### config.mk
export PLATFORM = sky130hd
export DESIGN_NAME = axi4lite_arbiter
export DESIGN_NICKNAME = d
export VERILOG_FILES = /design/src/rtl/axi4lite_pkg.sv /design/src/rtl/axi4lite_rr_grant.sv /design/src/rtl/axi4lite_arbiter.sv
export SDC_FILE = /design/constraint.sdc
export NUM_CORES = 1
export LEC_CHECK = 0
export ABC_AREA = 1
export CAP_MARGIN = 20
export CORE_UTILIZATION = 37
export CTS_CLUSTER_DIAMETER = 60
export DETAILED_ROUTE_END_ITERATION = 8
export PLACE_DENSITY = 0.84
export SYNTH_ARGS = -nofsm -noshare
export SYNTH_HDL_FRONTEND = slang
export SYNTH_SLANG_ARGS = --single-unit
### constraint.sdc
create_clock -name clk -period 1.41 [get_ports clk]
set_clock_uncertainty 0.15 [all_clocks]
set_input_delay 0.2115 -clock clk [delete_from_list [all_inputs] [get_ports clk]]
set_output_delay 0.2115 -clock clk [all_outputs]
set_load 0.01 [all_outputs]
### src/rtl/axi4lite_pkg.sv
// Shared definitions for the two-requester AXI4-Lite master arbiter.
package axi4lite_pkg;

    localparam int NUM_REQ = 2;

    localparam logic [1:0] OKAY   = 2'b00;
    localparam logic [1:0] SLVERR = 2'b10;

    typedef enum logic [2:0] {
        ST_IDLE  = 3'd0,
        ST_WRITE = 3'd1,
        ST_WRESP = 3'd2,
        ST_READ  = 3'd3,
        ST_RDATA = 3'd4,
        ST_RESP  = 3'd5
    } state_t;

endpackage

### src/rtl/axi4lite_rr_grant.sv
// Two-way round-robin grant: a lone requester wins, a tie goes to the one not granted last.
module axi4lite_rr_grant
    import axi4lite_pkg::*;
(
    input  logic [NUM_REQ-1:0] req_valid,
    input  logic               last_grant,
    output logic               grant,
    output logic               grant_valid
);

    always_comb begin
        grant_valid = |req_valid;
        grant       = req_valid[1];
        if (req_valid == 2'b11) begin
            grant = ~last_grant;
        end
    end

endmodule

### src/rtl/axi4lite_arbiter.sv
// Shares one AXI4-Lite master port between two one-beat command sources, round-robin,
// and returns a single-cycle completion pulse to the owning requester.
module axi4lite_arbiter
    import axi4lite_pkg::*;
#(
    parameter int ADDR_WIDTH = 2,
    parameter int DATA_WIDTH = 8
) (
    input  logic                          clk,
    input  logic                          rst_n,
    input  logic [NUM_REQ-1:0]            req_valid,
    input  logic [NUM_REQ-1:0]            req_write,
    input  logic [NUM_REQ*ADDR_WIDTH-1:0] req_addr,
    input  logic [NUM_REQ*DATA_WIDTH-1:0] req_wdata,
    output logic [NUM_REQ-1:0]            req_ready,
    output logic [NUM_REQ-1:0]            rsp_valid,
    output logic [DATA_WIDTH-1:0]         rsp_rdata,
    output logic [1:0]                    rsp_resp,
    output logic [ADDR_WIDTH-1:0]         m_axi_awaddr,
    output logic                          m_axi_awvalid,
    input  logic                          m_axi_awready,
    output logic [DATA_WIDTH-1:0]         m_axi_wdata,
    output logic [DATA_WIDTH/8-1:0]       m_axi_wstrb,
    output logic                          m_axi_wvalid,
    input  logic                          m_axi_wready,
    input  logic [1:0]                    m_axi_bresp,
    input  logic                          m_axi_bvalid,
    output logic                          m_axi_bready,
    output logic [ADDR_WIDTH-1:0]         m_axi_araddr,
    output logic                          m_axi_arvalid,
    input  logic                          m_axi_arready,
    input  logic [DATA_WIDTH-1:0]         m_axi_rdata,
    input  logic [1:0]                    m_axi_rresp,
    input  logic                          m_axi_rvalid,
    output logic                          m_axi_rready
);

    state_t                  state_q, state_d;
    logic                    last_grant_q, last_grant_d;
    logic                    owner_q, owner_d;
    logic [ADDR_WIDTH-1:0]   awaddr_q, awaddr_d;
    logic [ADDR_WIDTH-1:0]   araddr_q, araddr_d;
    logic [DATA_WIDTH-1:0]   wdata_q, wdata_d;
    logic [DATA_WIDTH-1:0]   rdata_q, rdata_d;
    logic [1:0]              resp_q, resp_d;
    logic                    awvalid_q, awvalid_d;
    logic                    wvalid_q, wvalid_d;
    logic                    arvalid_q, arvalid_d;
    logic                    bready_q, bready_d;
    logic                    rready_q, rready_d;
    logic [NUM_REQ-1:0]      rsp_valid_q, rsp_valid_d;

    logic                    grant;
    logic                    grant_valid;
    logic                    accept;
    logic                    sel_write;
    logic [ADDR_WIDTH-1:0]   sel_addr;
    logic [DATA_WIDTH-1:0]   sel_wdata;

    axi4lite_rr_grant u_rr_grant (
        .req_valid   (req_valid),
        .last_grant  (last_grant_q),
        .grant       (grant),
        .grant_valid (grant_valid)
    );

    assign accept    = (state_q == ST_IDLE) && grant_valid;
    assign req_ready = {accept & grant, accept & ~grant};

    assign sel_write = grant ? req_write[1] : req_write[0];
    assign sel_addr  = grant ? req_addr[ADDR_WIDTH +: ADDR_WIDTH] : req_addr[0 +: ADDR_WIDTH];
    assign sel_wdata = grant ? req_wdata[DATA_WIDTH +: DATA_WIDTH] : req_wdata[0 +: DATA_WIDTH];

    always_comb begin
        state_d      = state_q;
        last_grant_d = last_grant_q;
        owner_d      = owner_q;
        awaddr_d     = awaddr_q;
        araddr_d     = araddr_q;
        wdata_d      = wdata_q;
        rdata_d      = rdata_q;
        resp_d       = resp_q;
        awvalid_d    = awvalid_q;
        wvalid_d     = wvalid_q;
        arvalid_d    = arvalid_q;
        bready_d     = bready_q;
        rready_d     = rready_q;
        rsp_valid_d  = '0;

        case (state_q)
            ST_IDLE: begin
                if (accept) begin
                    last_grant_d = grant;
                    owner_d      = grant;
                    if (sel_write) begin
                        awaddr_d  = sel_addr;
                        wdata_d   = sel_wdata;
                        awvalid_d = 1'b1;
                        wvalid_d  = 1'b1;
                        state_d   = ST_WRITE;
                    end else begin
                        araddr_d  = sel_addr;
                        arvalid_d = 1'b1;
                        state_d   = ST_READ;
                    end
                end
            end
            ST_WRITE: begin
                // AW and W retire independently; a channel already done stays low.
                if (m_axi_awready) awvalid_d = 1'b0;
                if (m_axi_wready)  wvalid_d  = 1'b0;
                if ((!awvalid_q || m_axi_awready) && (!wvalid_q || m_axi_wready)) begin
                    bready_d = 1'b1;
                    state_d  = ST_WRESP;
                end
            end
            ST_WRESP: begin
                if (m_axi_bvalid) begin
                    resp_d      = m_axi_bresp;
                    rdata_d     = '0;
                    bready_d    = 1'b0;
                    rsp_valid_d = {owner_q, ~owner_q};
                    state_d     = ST_RESP;
                end
            end
            ST_READ: begin
                if (m_axi_arready) begin
                    arvalid_d = 1'b0;
                    rready_d  = 1'b1;
                    state_d   = ST_RDATA;
                end
            end
            ST_RDATA: begin
                if (m_axi_rvalid) begin
                    rdata_d     = m_axi_rdata;
                    resp_d      = m_axi_rresp;
                    rready_d    = 1'b0;
                    rsp_valid_d = {owner_q, ~owner_q};
                    state_d     = ST_RESP;
                end
            end
            ST_RESP: begin
                state_d = ST_IDLE;
            end
            default: begin
                state_d = ST_IDLE;
            end
        endcase
    end

    always_ff @(posedge clk) begin
        if (!rst_n) begin
            state_q      <= ST_IDLE;
            last_grant_q <= 1'b1;
            owner_q      <= 1'b0;
            awaddr_q     <= '0;
            araddr_q     <= '0;
            wdata_q      <= '0;
            rdata_q      <= '0;
            resp_q       <= OKAY;
            awvalid_q    <= 1'b0;
            wvalid_q     <= 1'b0;
            arvalid_q    <= 1'b0;
            bready_q     <= 1'b0;
            rready_q     <= 1'b0;
            rsp_valid_q  <= '0;
        end else begin
            state_q      <= state_d;
            last_grant_q <= last_grant_d;
            owner_q      <= owner_d;
            awaddr_q     <= awaddr_d;
            araddr_q     <= araddr_d;
            wdata_q      <= wdata_d;
            rdata_q      <= rdata_d;
            resp_q       <= resp_d;
            awvalid_q    <= awvalid_d;
            wvalid_q     <= wvalid_d;
            arvalid_q    <= arvalid_d;
            bready_q     <= bready_d;
            rready_q     <= rready_d;
            rsp_valid_q  <= rsp_valid_d;
        end
    end

    assign rsp_valid     = rsp_valid_q;
    assign rsp_rdata     = rdata_q;
    assign rsp_resp      = resp_q;
    assign m_axi_awaddr  = awaddr_q;
    assign m_axi_awvalid = awvalid_q;
    assign m_axi_wdata   = wdata_q;
    assign m_axi_wstrb   = '1;
    assign m_axi_wvalid  = wvalid_q;
    assign m_axi_bready  = bready_q;
    assign m_axi_araddr  = araddr_q;
    assign m_axi_arvalid = arvalid_q;
    assign m_axi_rready  = rready_q;

endmodule

Yosys cells after proc, flatten, opt, wreduce, memory -nomap -nowiden:

Index checks and enable logic that the tools add are counted.

* eq/ne operators: 14
* multiplexer cells: 36
* bitwise gates (word level): 6
* reduce and logical (&&, ||, !) cells: 23

Operator list (number)
* $mux W8: 3
* $ne A2 B2 Y1 const B: 9
* $pmux W8 S2: 1
* $mux W3: 5
* $pmux W3 S5: 1
* $reduce_and A3 Y1: 5
* $mux W1: 13
* $mux W2: 6
* $reduce_and A4 Y1: 3
* $pmux W1 S2: 5
* $reduce_bool A2 Y1: 5
* $pmux W2 S2: 2
* $eq A3 B2 Y1 const B: 2
* $reduce_and A5 Y1: 1
* $not A1 Y1: 4
* $eq A3 B1 Y1 const B: 1
* $eq A3 B3 Y1 const B: 1
* $logic_not A3 Y1: 1
* $and A1 B1 Y1: 2
* $eq A2 B2 Y1 const B: 1
* $logic_and A1 B1 Y1: 2
* $logic_not A1 Y1: 2
* $logic_or A1 B1 Y1: 2
* $reduce_and A2 Y1: 1
* $reduce_or A2 Y1: 1

* bits in registers: 34
* input bits: 43
* output and inout port bits: 32
* word-level logic and storage cells: 93

Longest topological paths before layout:

Gate-level depths: netlist of the first run.

* depth in word-level cells: 6
* depth in mapped cells: 10
* gate-level depth less buffers: 9

Modules after synthesis:

Synthesis of the first run repeated with hierarchy kept, for this count alone.

* cell total of the unflattened synthesis: 205
* area total of the unflattened synthesis: 1554.0 µm²

Modules (own cells, without submodules)
* axi4lite_arbiter: times used 1, cells each 202, area each 1539.0 µm², seq. area each 680.7 µm²
* axi4lite_rr_grant: times used 1, cells each 3, area each 15.0 µm², seq. area each 0.0 µm²

Worst setup path before layout of the first run:

OpenSTA, ideal clock, no wires.

* kind: register to output
* start: register state_q[1]
* end: output req_ready[0]
* arrival time: 1.009 ns
* data required time: 1.048 ns
* slack: 0.039 ns
* stages on the path, launching flop included: 7
* path buffers: 1
* cells stage by stage: dfxtp_1 > buf_6 > nor2_4 > nand2_2 > nor2_4 > inv_2 > a21oi_1

* longest elaborated chain between the ends: 3

RTL lines
* start, declared: RTL line axi4lite_arbiter.sv:38 `state_t state_q, state_d;`
* start signal, assigned: RTL line axi4lite_arbiter.sv:168 `state_q <= state_d;`
* $logic_not A3 Y1: RTL line axi4lite_arbiter.sv:67 `assign accept = (state_q == ST_IDLE) && grant_valid;`
* $logic_and A1 B1 Y1: RTL line axi4lite_arbiter.sv:67
* $and A1 B1 Y1: RTL line axi4lite_arbiter.sv:68 `assign req_ready = {accept & grant, accept & ~grant};`
* end, declared: RTL line axi4lite_arbiter.sv:15 `output logic [NUM_REQ-1:0] req_ready,`

Every way passes these cells.

Worst setup path after layout of the first run:

* start: register state_q[1]
* end: register wdata_q[1] (netlist: m_axi_wdata[1])

* longest elaborated chain between the ends: 3

RTL lines
* $logic_not A3 Y1 *: RTL line axi4lite_arbiter.sv:67, axi4lite_arbiter.sv:90
* $logic_and A1 B1 Y1: RTL line axi4lite_arbiter.sv:67
* $reduce_and A3 Y1 (no line) *
* end signal, assigned: RTL line axi4lite_arbiter.sv:173 `wdata_q <= wdata_d;`
* end, declared: RTL line axi4lite_arbiter.sv:43 `logic [DATA_WIDTH-1:0] wdata_q, wdata_d;`

Mark *: on every way between the ends. The rest lies on a longest branch, timed or not.
A chain may end at the register's enable or synchronous reset.

==> results of run 1 <==
-- logic make-up after synthesis --
group | share of synthesized area [%]
and+or+nand+nor | 36.9
buffers and inverters | 9.46
DFF | 42.2
AOI/OAI and AO/OA | 11.2
other | 0.232
-- cell type report --
class,count,area [um2]
Clock buffer,5,68.8
Clock inverter,3,68.8
Fill cell,314,1140
Inverter,17,73.8
Multi-Input combinational cell,171,966
Sequential cell,34,687
Tap cell,50,62.6
Timing Repair Buffer,108,1010
Timing Repair inverter,1,11.3
-- metrics by stage --
| step | hold WS, ns | total power (uW) | utilization [%] |
|---|---|---|---|
| after floorplan | 0.221 | 2580 | - |
| after CTS | 0.312 | 4910 | 68.5 |
| after detailed placement | 0.306 | 3520 | 61.3 |
| final | 0.312 | 5270 | 72.2 |
| after global routing | 0.332 | 5560 | 72.2 |
| after global placement | 0.299 | 3460 | 61.3 |
-- registers in the layout, summed over array words and instances, names as in the netlist --
name and flops:
m_axi_rready 1, owner_q 1, rsp_valid 2, m_axi_araddr 2, rsp_resp 2, m_axi_awvalid 1, last_grant_q 1, state_q 3
m_axi_wvalid 1, m_axi_awaddr 2, rsp_rdata 8, m_axi_wdata 8, m_axi_bready 1, m_axi_arvalid 1
-- path summary, 6_finish.rpt --
check | startpoint | to | slack, ns | depth (start not counted)
worst max-delay path | state_q[1] | m_axi_wdata[1] | -0.19 | 9
worst min-delay path | owner_q | rsp_valid[0] | 0.31 | 1
worst max register to register | state_q[1] | m_axi_wdata[1] | -0.19 | 9
worst min register to register | owner_q | rsp_valid[0] | 0.31 | 1
-- per-layer routing --
| metal | vias up | GRT usage, % |
|---|---|---|
| met5 | - | 0 |
| met4 | 0 | 8.59 |
| met3 | 15 | 7.67 |
| met2 | 86 | 41.9 |
| met1 | 895 | 23.8 |
| li1 | 953 | - |
-- critical path: cells and delay by family, from the launching register on --
family          cells  cell delay [ns]
simple gates        5             0.46
buf+inv             3             0.38
compound gates      1             0.15
flops               1             0.36
-- synth_stat cells, drive strengths merged --
library cell,count
o211a,2
nand2,64
inv,17
buf,10
o21ai,15
conb,1
and3,1
dfxtp,34
nor3,4
clkbuf,2
nand3,25
nor2,43
a21oi,15
-- where the power goes --
part | leakage [uW] | total [uW] | switching, uW | internal (uW)
Clock | 0.0000683 | 1100 | 392 | 708
Combinational | 0.00107 | 2820 | 1530 | 1290
Sequential | 0.000278 | 1350 | 147 | 1210
-- timing repair --
item	4_1_cts	5_1_grt
resized for setup	81	41
setup endpoints to repair	61	33
cloned	2	0
pin swaps	8	12
buffers inserted	10	2
endpoints found under the hold margin	0	0
-- placed cells by master (no fill, tap or decap) --
| cell | count |
|---|---|
| o21ai_0 | 3 |
| clkbuf_8 | 5 |
| o21ai_1 | 2 |
| dfxtp_1 | 31 |
| nand3_2 | 2 |
| a21oi_2 | 3 |
| dlygate4sd2_1 | 31 |
| o21ai_4 | 2 |
| inv_1 | 13 |
| clkinv_4 | 1 |
| inv_4 | 1 |
| dfxtp_4 | 1 |
| nand3_4 | 1 |
| nand2_2 | 4 |
| nor2_2 | 4 |
| inv_8 | 2 |
| o211a_1 | 2 |
| bufinv_16 | 2 |
| and3_1 | 1 |
| buf_4 | 20 |
| nand2_1 | 52 |
| buf_2 | 1 |
| clkdlybuf4s50_1 | 40 |
| buf_8 | 1 |
| o21ai_2 | 9 |
| dfxtp_2 | 2 |
| inv_2 | 2 |
| nor3_2 | 2 |
| nor2_1 | 33 |
| nand2_4 | 7 |
| a21oi_1 | 12 |
| nor2_4 | 6 |
| nand2_8 | 1 |
| nand3_1 | 22 |
| buf_6 | 15 |
| conb_1 | 1 |
| nor3_1 | 2 |
==> impl_metrics.csv, run 1 <==
group,metric,value,unit
synthesis,synth.top_cell.area_share,42.2,%
min_path,hold_path_class,"flop to flop",
timing,grt_setup_unrepaired,"true",
routing,drt-vias-per-instance,5.01,
synthesis,yosysWarnings,0,
routing,drt_pre_antenna_iters,4,
placement,dpl.hpwl,3380,um
power_and_ir_drop,total_leakage_power,0.00142,uW
timing,setup_viol,30,
clock_tree,numCtsBuffers,5,
die,starting_density,39.5,%
critical_path,arrival,1.64,ns
routing,drt.antenna.violating_nets,0,
global_routing,antenna_found_initial,0,
placement,placed_cells_incl_taps,369,
placement,place_worst_setup_slack,-0.588,ns
routing,wl,5680,um
synthesis,yosysTopAreaCell,"dfxtp_1",
clock_tree,cts_hold_repair.buffers,0,
die,fp.dieArea,4630,um2
final_layout,finalNetCount,381,
routing,detail_route.wl_per_cell,14.6,um
clock_tree,clkSinkCount,34,
placement,gp_congestion,0.812,
critical_path,timing.critical_path.fanout_max,5,
global_routing,grt_first_pass_wirelength,7800,um
routing,drt_iter0_markers,122,
clock_tree,clkLatencyLatePin,0.30,ns
global_routing,globalRouteOverflowTotal,0,
timing,totalNegativeSetupSlack,-2.94,ns
outcome,violations,"setup timing",
timing,min_period,1.60,ns
clock_tree,clock-root-buffer,"clkbuf_8",
synthesis,seq_area_frac_synth,42.2,%
synthesis,postSynthAreaPerCell,6.93,um2
critical_path,critical_path.max_stage_delay,0.36,ns
power_and_ir_drop,power.density_cell_area,1790,nW/um2
die,die_y_extent,68.0,um
critical_path,wp_data_required,1.45,ns
timing,max_freq,0.624,GHz
routing,remaining_drc_errors,0,
final_layout,flow.area_growth_from_synthesis,82.7,%
die,die_x,68.0,um
final_layout,share_of_layout_cells_above_drive_strength_1,27.7,%
synthesis,mappedNetlistArea,1610,um2
global_routing,via_count_of_the_first_global_routing_pass,1807,
final_layout,final_area,2950,um2
routing,met3RoutedLength,439,um
clock_tree,cts_tree,"done",
synthesis,synthDistinctLibCells,22,
clock_tree,clock_tree.htree_level_count,2,
placement,placed_cell_area,2510,um2
synthesis,most_area_consuming_cells_after_synthesis,"dfxtp_1 42%, nand2_1 14%, nor2_1 9.3%",
die,core_area,4090,um2
final_layout,instances_no_fill,389,
critical_path,timing.critical_path.to_type,"flop",
die,site_rows,23,
routing,vias,1949,
synthesis,syn-num-nets,276,
critical_path,crit_type,"flop to flop",
placement,number_of_port_buffers,73,
outcome,status,"complete, but fails checks",
synthesis,synthesis.instances,233,
die,pin_count,75,
global_routing,grtUsageTotal,22.9,%
timing,setup_ws,-0.193,ns
final_layout,diodes,0,
timing,timing.final.hold_violations,0,
clock_tree,clock_tree.buffer_depth,2,
synthesis,yosys_register_bits,34,
routing,wl_met1,2050,um
timing,finalMaxSlewViolations,0,
flow_run,maxcap_violations,0,
timing,timing.final.crit_share,114,%
routing,top_layer,"met4",
critical_path,worstSetupStartpointType,"flop",
global_routing,largest_net_degree_at_the_start_of_global_routing,14,
clock_tree,clk_transition_reported_paths,0.08,ns
critical_path,crit_chain,"nor2_4 -> nand2_4 -> nor2_4 -> buf_4 -> buf_6 -> nand2_8 -> buf_4 -> o21ai_2 -> nor2_1",
routing,routed-wl-met2,3000,um
power_and_ir_drop,irDropWorstVdd,0.982,mV
critical_path,cp_slowest_cell,"dfxtp_4",
Note: power is estimated with default switching activity, not from simulation.
==> run 2: changes to the inputs <==
--- a/constraint.sdc
+++ b/constraint.sdc
@@ -4,2 +4,2 @@
 set_output_delay 0.2115 -clock clk [all_outputs]
-set_load 0.01 [all_outputs]
+set_load 0.005 [all_outputs]
==> impl_metrics.csv, run 2 (synthesis gave the netlist of run 1 again) <==
group,metric,value,unit
routing,drt_iter0_markers,140,
routing,drt_pre_antenna_iters,4,
clock_tree,clock_tree.buffer_depth,2,
timing,timing.final.crit_share,115,%
power_and_ir_drop,irDropWorstVdd,0.810,mV
timing,grt_setup_unrepaired,"true",
timing,finalMaxSlewViolations,0,
final_layout,most-common-layout-cells,"51 x nand2_1, 40 x clkdlybuf4s50_1, 33 x nor2_1",
timing,min_period,1.62,ns
flow_run,maxcap_violations,0,
die,starting_density,39.5,%
die,fp.dieArea,4630,um2
power_and_ir_drop,total_leakage_power,0.00138,uW
placement,gp_congestion,0.814,
global_routing,antenna_found_initial,0,
routing,drt-vias-per-instance,5.02,
critical_path,crit_chain,"nor2_4 -> nand2_4 -> nor2_4 -> inv_2 -> a21oi_2 -> buf_2",
power_and_ir_drop,fin_total_pwr,5050,uW
die,die_x,68.0,um
final_layout,finalNetCount,378,
clock_tree,cts_tree,"done",
critical_path,timing.critical_path.fanout_max,3,
clock_tree,clkLatencyLatePin,0.29,ns
timing,setup_viol,32,
clock_tree,numCtsBuffers,5,
global_routing,largest_net_degree_at_the_start_of_global_routing,14,
die,site_rows,23,
critical_path,cp-startpoint,"state_q[0]",
routing,drt.antenna.violating_nets,0,
die,die_y_extent,68.0,um
final_layout,layout_commonest_cell,"nand2_1",
die,pin_count,75,
global_routing,via_count_of_the_first_global_routing_pass,1876,
routing,vias,1934,
timing,setup_ws,-0.211,ns
critical_path,crit_path_frequent_cell,"nor2_4",
critical_path,wp_data_required,1.05,ns
critical_path,cp_slowest_cell,"dfxtp_2",
critical_path,crit-reg2reg-launch,"state_q[0]",
outcome,status,"complete, but fails checks",
final_layout,diodes,0,
routing,remaining_drc_errors,0,
critical_path,arrival,1.26,ns
final_layout,final_area,2880,um2
global_routing,grt_first_pass_wirelength,7920,um
routing,detail_route.wl_per_cell,14.1,um
global_routing,grtUsageTotal,23.2,%
critical_path,timing.critical_path.to_type,"output port",
routing,wl,5450,um
min_path,hold_path_class,"flop to flop",
power_and_ir_drop,power.density_cell_area,1760,nW/um2
outcome,violations,"setup timing",
global_routing,globalRouteOverflowTotal,0,
die,core_area,4090,um2
clock_tree,clkSinkCount,34,
clock_tree,clock-root-buffer,"clkbuf_8",
final_layout,num-fill-cells,334,
final_layout,share_of_layout_cells_above_drive_strength_1,28.7,%
final_layout,flow.area_growth_from_synthesis,78.2,%
timing,max_freq,0.617,GHz
placement,dpl.hpwl,3390,um
placement,placed_cell_area,2500,um2
min_path,hold_start,"rsp_rdata[2]",
critical_path,critical_path.max_stage_delay,0.33,ns
clock_tree,clock_tree.htree_level_count,2,
clock_tree,clk_transition_reported_paths,0.07,ns
clock_tree,cts_hold_repair.buffers,0,
timing,timing.final.hold_violations,0,
critical_path,crit_type,"flop to output port",
placement,number_of_port_buffers,73,
critical_path,worstSetupStartpointType,"flop",
[run 2: cell types whose count changed in the layout (fill, tap and decap cells not counted), moves of 3 or more]
cell,change
dfxtp_1,-7
nand2_2,+5
nand2_4,-4
buf_6,-3
dfxtp_2,+8
[run 2: power breakdown]
part | switching (uW) | total [uW] | internal (uW) | leakage (uW)
clock | 364 | 929 | 565 | 0.0000573
sequential | 151 | 1360 | 1210 | 0.000281
combinational | 1430 | 2770 | 1330 | 0.00104
[run 2: per-layer routing]
| metal | up-vias | GRT usage (%) | wire [um] |
|---|---|---|---|
| li1 | 945 | - | - |
| met1 | 887 | 23.7 | 2050 |
| met2 | 85 | 42.8 | 2870 |
| met3 | 17 | 6.83 | 396 |
| met4 | 0 | 10.7 | 125 |
| met5 | - | 0 | 0 |
[run 2: what timing repair did]
item	4_1_cts	5_1_grt
resized for setup	75	42
setup endpoints to repair	60	33
gates cloned	2	0
buffers inserted	5	5
pin swaps	6	14
[run 2: worst paths after layout]
check	to	slack, ns	cells past startpoint
worst min-delay path	rsp_rdata[2]	0.31	2
worst max-delay path	req_ready[0]	-0.21	6
worst min register to register	rsp_rdata[2]	0.31	2
worst max register to register	m_axi_araddr[1]	-0.17	10
[run 2: metrics by stage]
stage               hold WS (ns)  cells  TNS, ns  util (%)  setup WS, ns
floorplan                  0.221    233        0         -        0.0681
global placement           0.298    368    -9.07      61.1        -0.505
detailed placement         0.305    368   -10.67      61.1        -0.593
CTS                        0.313    380    -1.43      66.2        -0.171
global route               0.337    385    -5.97      70.4        -0.261
finish                     0.309    385    -3.29      70.4        -0.211
[run 2: cell type report]
class / count / area [um2] / area share, %
repair inverters: 1 / 11.3 / 0.391
clock buffers: 6 / 82.6 / 2.87
clock inverters: 1 / 30.0 / 1.04
inverters: 17 / 73.8 / 2.57
well taps: 50 / 62.6 / 2.17
flip-flops and latches: 34 / 693 / 24.1
multi-input cells: 171 / 936 / 32.5
repair buffers: 105 / 987 / 34.3
[run 2: critical path, delay by kind of cell, from the launching register on]
family	cells	cell delay [ns]
DFF	1	0.33
and+or+nand+nor	3	0.35
buffers and inverters	2	0.18
AOI/OAI and AO/OA	1	0.11
==> run 3: changes to the inputs <==
PLACE_DENSITY = default   (was 0.84)
PLACE_DENSITY_LB_ADDON = 0.1   (was default)
==> impl_metrics.csv, run 3 (synthesis gave the netlist of run 1 again) <==
group,metric,value,unit
outcome,status,"complete, but fails checks",
outcome,violations,"setup timing",
die,die_x,68.0,um
clock_tree,clock-root-buffer,"clkbuf_8",
routing,remaining_drc_errors,0,
critical_path,worstSetupStartpointType,"flop",
global_routing,antenna_found_initial,0,
critical_path,timing.critical_path.to_type,"output port",
clock_tree,cts_hold_repair.buffers,0,
final_layout,num-fill-cells,363,
min_path,hold_path_class,"flop to flop",
global_routing,grtUsageTotal,21.2,%
power_and_ir_drop,clock_power_share,16.0,%
global_routing,via_count_of_the_first_global_routing_pass,1590,
power_and_ir_drop,sequentialPowerShare,28.7,%
routing,drt_pre_antenna_iters,4,
routing,drt_iter0_markers,72,
power_and_ir_drop,power.share.combinational,55.3,%
placement,dpl.hpwl,3130,um
routing,wl,4750,um
die,starting_density,39.5,%
final_layout,layout_commonest_cell,"nand2_1",
timing,min_period,1.55,ns
routing,detail_route.wl_per_cell,12.2,um
final_layout,flow.area_growth_from_synthesis,76.6,%
timing,setup_viol,25,
timing,setup_ws,-0.138,ns
final_layout,share_of_layout_cells_above_drive_strength_1,27.1,%
clock_tree,clock_tree.buffer_depth,2,
clock_tree,clkSinkCount,34,
placement,number_of_port_buffers,73,
critical_path,arrival,1.19,ns
global_routing,grt_first_pass_wirelength,7160,um
routing,drt.antenna.violating_nets,0,
power_and_ir_drop,power.density_cell_area,1670,nW/um2
final_layout,most-common-layout-cells,"53 x nand2_1, 40 x clkdlybuf4s50_1, 35 x nor2_1",
die,fp.dieArea,4630,um2
power_and_ir_drop,power_switching_share,38.9,%
die,pin_count,75,
die,core_area,4090,um2
power_and_ir_drop,total_leakage_power,0.00138,uW
routing,drt-vias-per-instance,4.67,
critical_path,wp_data_required,1.05,ns
clock_tree,clock_tree.htree_level_count,2,
power_and_ir_drop,p_sw,1850,uW
power_and_ir_drop,p_int,2910,uW
placement,place_worst_setup_slack,-0.534,ns
critical_path,timing.critical_path.fanout_max,3,
timing,max_freq,0.646,GHz
timing,grt_setup_unrepaired,"true",
final_layout,diodes,0,
timing,timing.final.crit_share,110,%
timing,finalMaxSlewViolations,0,
power_and_ir_drop,irDropWorstVdd,1.11,mV
final_layout,finalNetCount,381,
routing,vias,1816,
flow_run,maxcap_violations,0,
critical_path,crit_type,"flop to output port",
timing,hold_slack,0.305,ns
die,site_rows,23,
clock_tree,numCtsBuffers,5,
global_routing,globalRouteOverflowTotal,0,
clock_tree,clkLatencyLatePin,0.29,ns
global_routing,largest_net_degree_at_the_start_of_global_routing,17,
clock_tree,cts_tree,"done",
die,die_y_extent,68.0,um
timing,timing.final.hold_violations,0,
placement,gp_congestion,0.820,
clock_tree,clk_transition_reported_paths,0.07,ns
-- run 3: path summary, 6_finish.rpt --
check	depth (start not counted)	startpoint	end	slack [ns]
hold reg to reg	1	owner_q	rsp_valid[0]	0.31
setup / recovery	6	state_q[0]	req_ready[0]	-0.14
hold / removal	1	owner_q	rsp_valid[0]	0.31
setup reg to reg	8	state_q[0]	rsp_rdata[6]	-0.12
-- run 3: power by group through the flow --
stage	Sequential [uW]	Combinational, uW	Clock [uW]
6_report	1370	2630	760
5_1_grt	1400	2860	825
4_1_cts	1340	2560	786
3_5_place_dp	1340	2130	0
3_3_place_gp	1340	2110	0
2_1_floorplan	1340	1160	0
-- run 3: cell type report --
| class | count | area [um2] | share of cell area (%) |
|---|---|---|---|
| Clock inverter | 2 | 12.5 | 0.439 |
| Timing Repair Buffer | 108 | 1000 | 35.1 |
| Inverter | 17 | 73.8 | 2.59 |
| Timing Repair inverter | 2 | 13.8 | 0.483 |
| Multi-Input combinational cell | 170 | 907 | 31.8 |
| Tap cell | 50 | 62.6 | 2.19 |
| Clock buffer | 6 | 82.6 | 2.90 |
| Sequential cell | 34 | 697 | 24.5 |
-- run 3: routing by layer --
layer	wire [um]	track usage (%)	up-vias
met5	0	0	-
met4	69	8.85	0
met3	281	4.83	7
met2	2200	35.4	54
met1	2190	25.8	803
li1	-	-	952
-- run 3: repair_timing --
action / in CTS / in global routing
setup buffers: 11 / 2
pin swaps: 12 / 9
gates resized for setup: 83 / 20
hold endpoints to repair: 0 / 0
endpoints found under the setup margin: 57 / 35
gates cloned: 2 / 0
-- run 3: stage by stage --
stage	TNS [ns]	utilization [%]	total power, uW	instances	instance area (um2)
2_1_floorplan	0	-	2510	233	1610
3_3_place_gp	-10.64	62.1	3450	370	2540
3_5_place_dp	-11.02	62.1	3470	370	2540
4_1_cts	-1.89	68.6	4680	390	2800
5_1_grt	-3.12	69.7	5080	389	2850
6_report	-1.40	69.7	4760	389	2850
-- run 3: worst max-delay path: stages (launching register included) --
cell and delay (ns):
dfxtp_2 0.34, nor2_4 0.13, nand2_4 0.08, nor2_4 0.10, inv_2 0.05, a21oi_2 0.09
buf_2 0.11
==> RTL edit (flow settings as in run 1) <==
The parameter `DATA_WIDTH` goes from 8 to 12.
--- a/src/rtl/axi4lite_arbiter.sv
+++ b/src/rtl/axi4lite_arbiter.sv
@@ -6,3 +6,3 @@
     parameter int ADDR_WIDTH = 2,
-    parameter int DATA_WIDTH = 8
+    parameter int DATA_WIDTH = 12
 ) (
Ports: changed (resized m_axi_rdata, m_axi_wdata, req_wdata and rsp_rdata); port bits go from 75 to 95. No check against the original RTL was run, so the function may have changed too.
==> RTL edit against run 1 <==
The run still ends with setup timing left; cell area grew 28%; setup slack gained 0.017 ns; combinational power grew 29%; area after synthesis grew 24%; largest cell class unchanged; largest power group unchanged; sequential cell count grew 8; power grew 15%; final cell count grew 24%; highest routed layer unchanged; core utilization grew 0.98 points; routed wire length grew 21%.
==> RTL edit: results <==
set metrics [dict create \
    synth_cell_type_count 26 \
    hold_path_end "m_axi_rready$_SDFFE_PN0P_" \
    fin_crit_sh 1.125 \
    p_seq_frac 0.265 \
    post_drt_via_cell_ratio 5.079 \
    reg2regPathDepth 10 \
    nFillCells 380 \
    regToRegStartpoint "state_q[0]$_SDFFE_PN0P_" \
    synth_common_cells "nand2_1 (84), dfxtp_1 (42), a21oi_1 (36)" \
    grt_max_degree 20 \
    endpoint "req_ready[1]" \
    fin_nets 465 \
    hpwlAfterDp_mm 4.287 \
    synth_area_leaders "dfxtp_1 (42%), nand2_1 (16%), a21oi_1 (9.0%)" \
    pwr-share-clk 0.132 \
    hold_path.class "reg2reg" \
    antenna_cells 0 \
    clock_latency_ns 0.29 \
    antenna_found_initial 0 \
    drt_wl_total_mm 6.866 \
    setup_ws_ns -0.1758 \
    status "finished with violations" \
    cts_made_buffers 5 \
    yosysWarningCount 0 \
    critPathArrivalTime_ns 1.22 \
    setup_viol 24 \
    peakVddDrop_uv 845.1 \
    ys_seq_area_frac 0.4197 \
    clk_pin_slew_worst_paths_ns 0.08 \
    leakage_uw 0.001679 \
    track_usage 0.2247 \
    worstPathMaxFanout 2 \
    grt_pass1_vias 2232 \
    cts_htree_levels 2 \
    r2r-end "state_q[0]$_SDFFE_PN0P_" \
    hold-worst-slack_ns 0.2912 \
    ys.flop_type "dfxtp_1" \
    hp-start "m_axi_rready$_SDFFE_PN0P_" \
    first_pass_iters 4 \
    synthesis.nets 335 \
    startpoint "state_q[1]$_SDFFE_PN0P_" \
    p_sw_uw 2431 \
    grt_pass1_wl_mm 9.749 \
    violations "setup timing" \
    layout-drive-gt1-share 0.3187 \
    clock_path_buffers 2 \
    dp_slack_ns -0.6732 \
    cts-root-buf "clkbuf_8" \
    whs_path_depth 2 \
    placement.io_buffers 93 \
    routabilityCongestion 0.7397 \
    drt_iter0_drc 73 \
    rrSetupSlack_ns -0.12 \
]
[RTL edit: cell count changes after synthesis, sizes merged, moves of 8 or more]
| cell | before | now |
|---|---|---|
| nor2 | 43 | 19 |
| nand4 | 0 | 13 |
| nand2 | 64 | 89 |
| dfxtp | 34 | 42 |
| o21ai | 15 | 7 |
| nand3 | 25 | 33 |
| a21oi | 15 | 36 |
[RTL edit: logic make-up after synthesis]
logic type	share of synthesized area
compound gates	0.1137
buf+inv	0.08682
flops	0.4197
other cells	0.001872
simple gates	0.3779
[RTL edit: repair_timing]
action,CTS,global route
setup endpoints to repair,76,41
gates cloned,2,0
pin swaps,8,17
buffers inserted,9,9
resized for setup,93,67
hold buffers,0,0
[RTL edit: worst max-delay path, stage by stage, from the launching register on]
cell and delay (ns):
dfxtp_2 0.34, nor2_4 0.13, nand2_4 0.07, buf_4 0.14, nor2_4 0.14, buf_6 0.12
[RTL edit: metal layers]
metal | routed length (um) | vias to the layer above | global-route usage
met1 | 2648 | 1140 | 0.2520
met2 | 3703 | 97 | 0.4187
met5 | 0 | - | 0
met3 | 342 | 14 | 0.04630
met4 | 172 | 0 | 0.08025
li1 | - | 1192 | -
[RTL edit: final cells by class]
type	count	share of cell area
sequential	42	0.2252
tap	70	0.02315
inverter	14	0.01620
multi-input combinational	206	0.3393
timing repair buffer	141	0.3720
clock inverter	1	0.001323
clock buffer	7	0.02282
[RTL edit: per-stage QoR]
| stage | cell area (um^2) | TNS (ns) | total power (uW) | std cells |
|---|---|---|---|---|
| after floorplan | 2007 | 0 | 2934 | 280 |
| after global placement | 3154 | -14.45 | 3895 | 455 |
| after detailed placement | 3154 | -15.86 | 3950 | 455 |
| after CTS | 3492 | -2.425 | 5249 | 474 |
| after global routing | 3784 | -3.468 | 6360 | 481 |
| final | 3784 | -1.373 | 6041 | 481 |
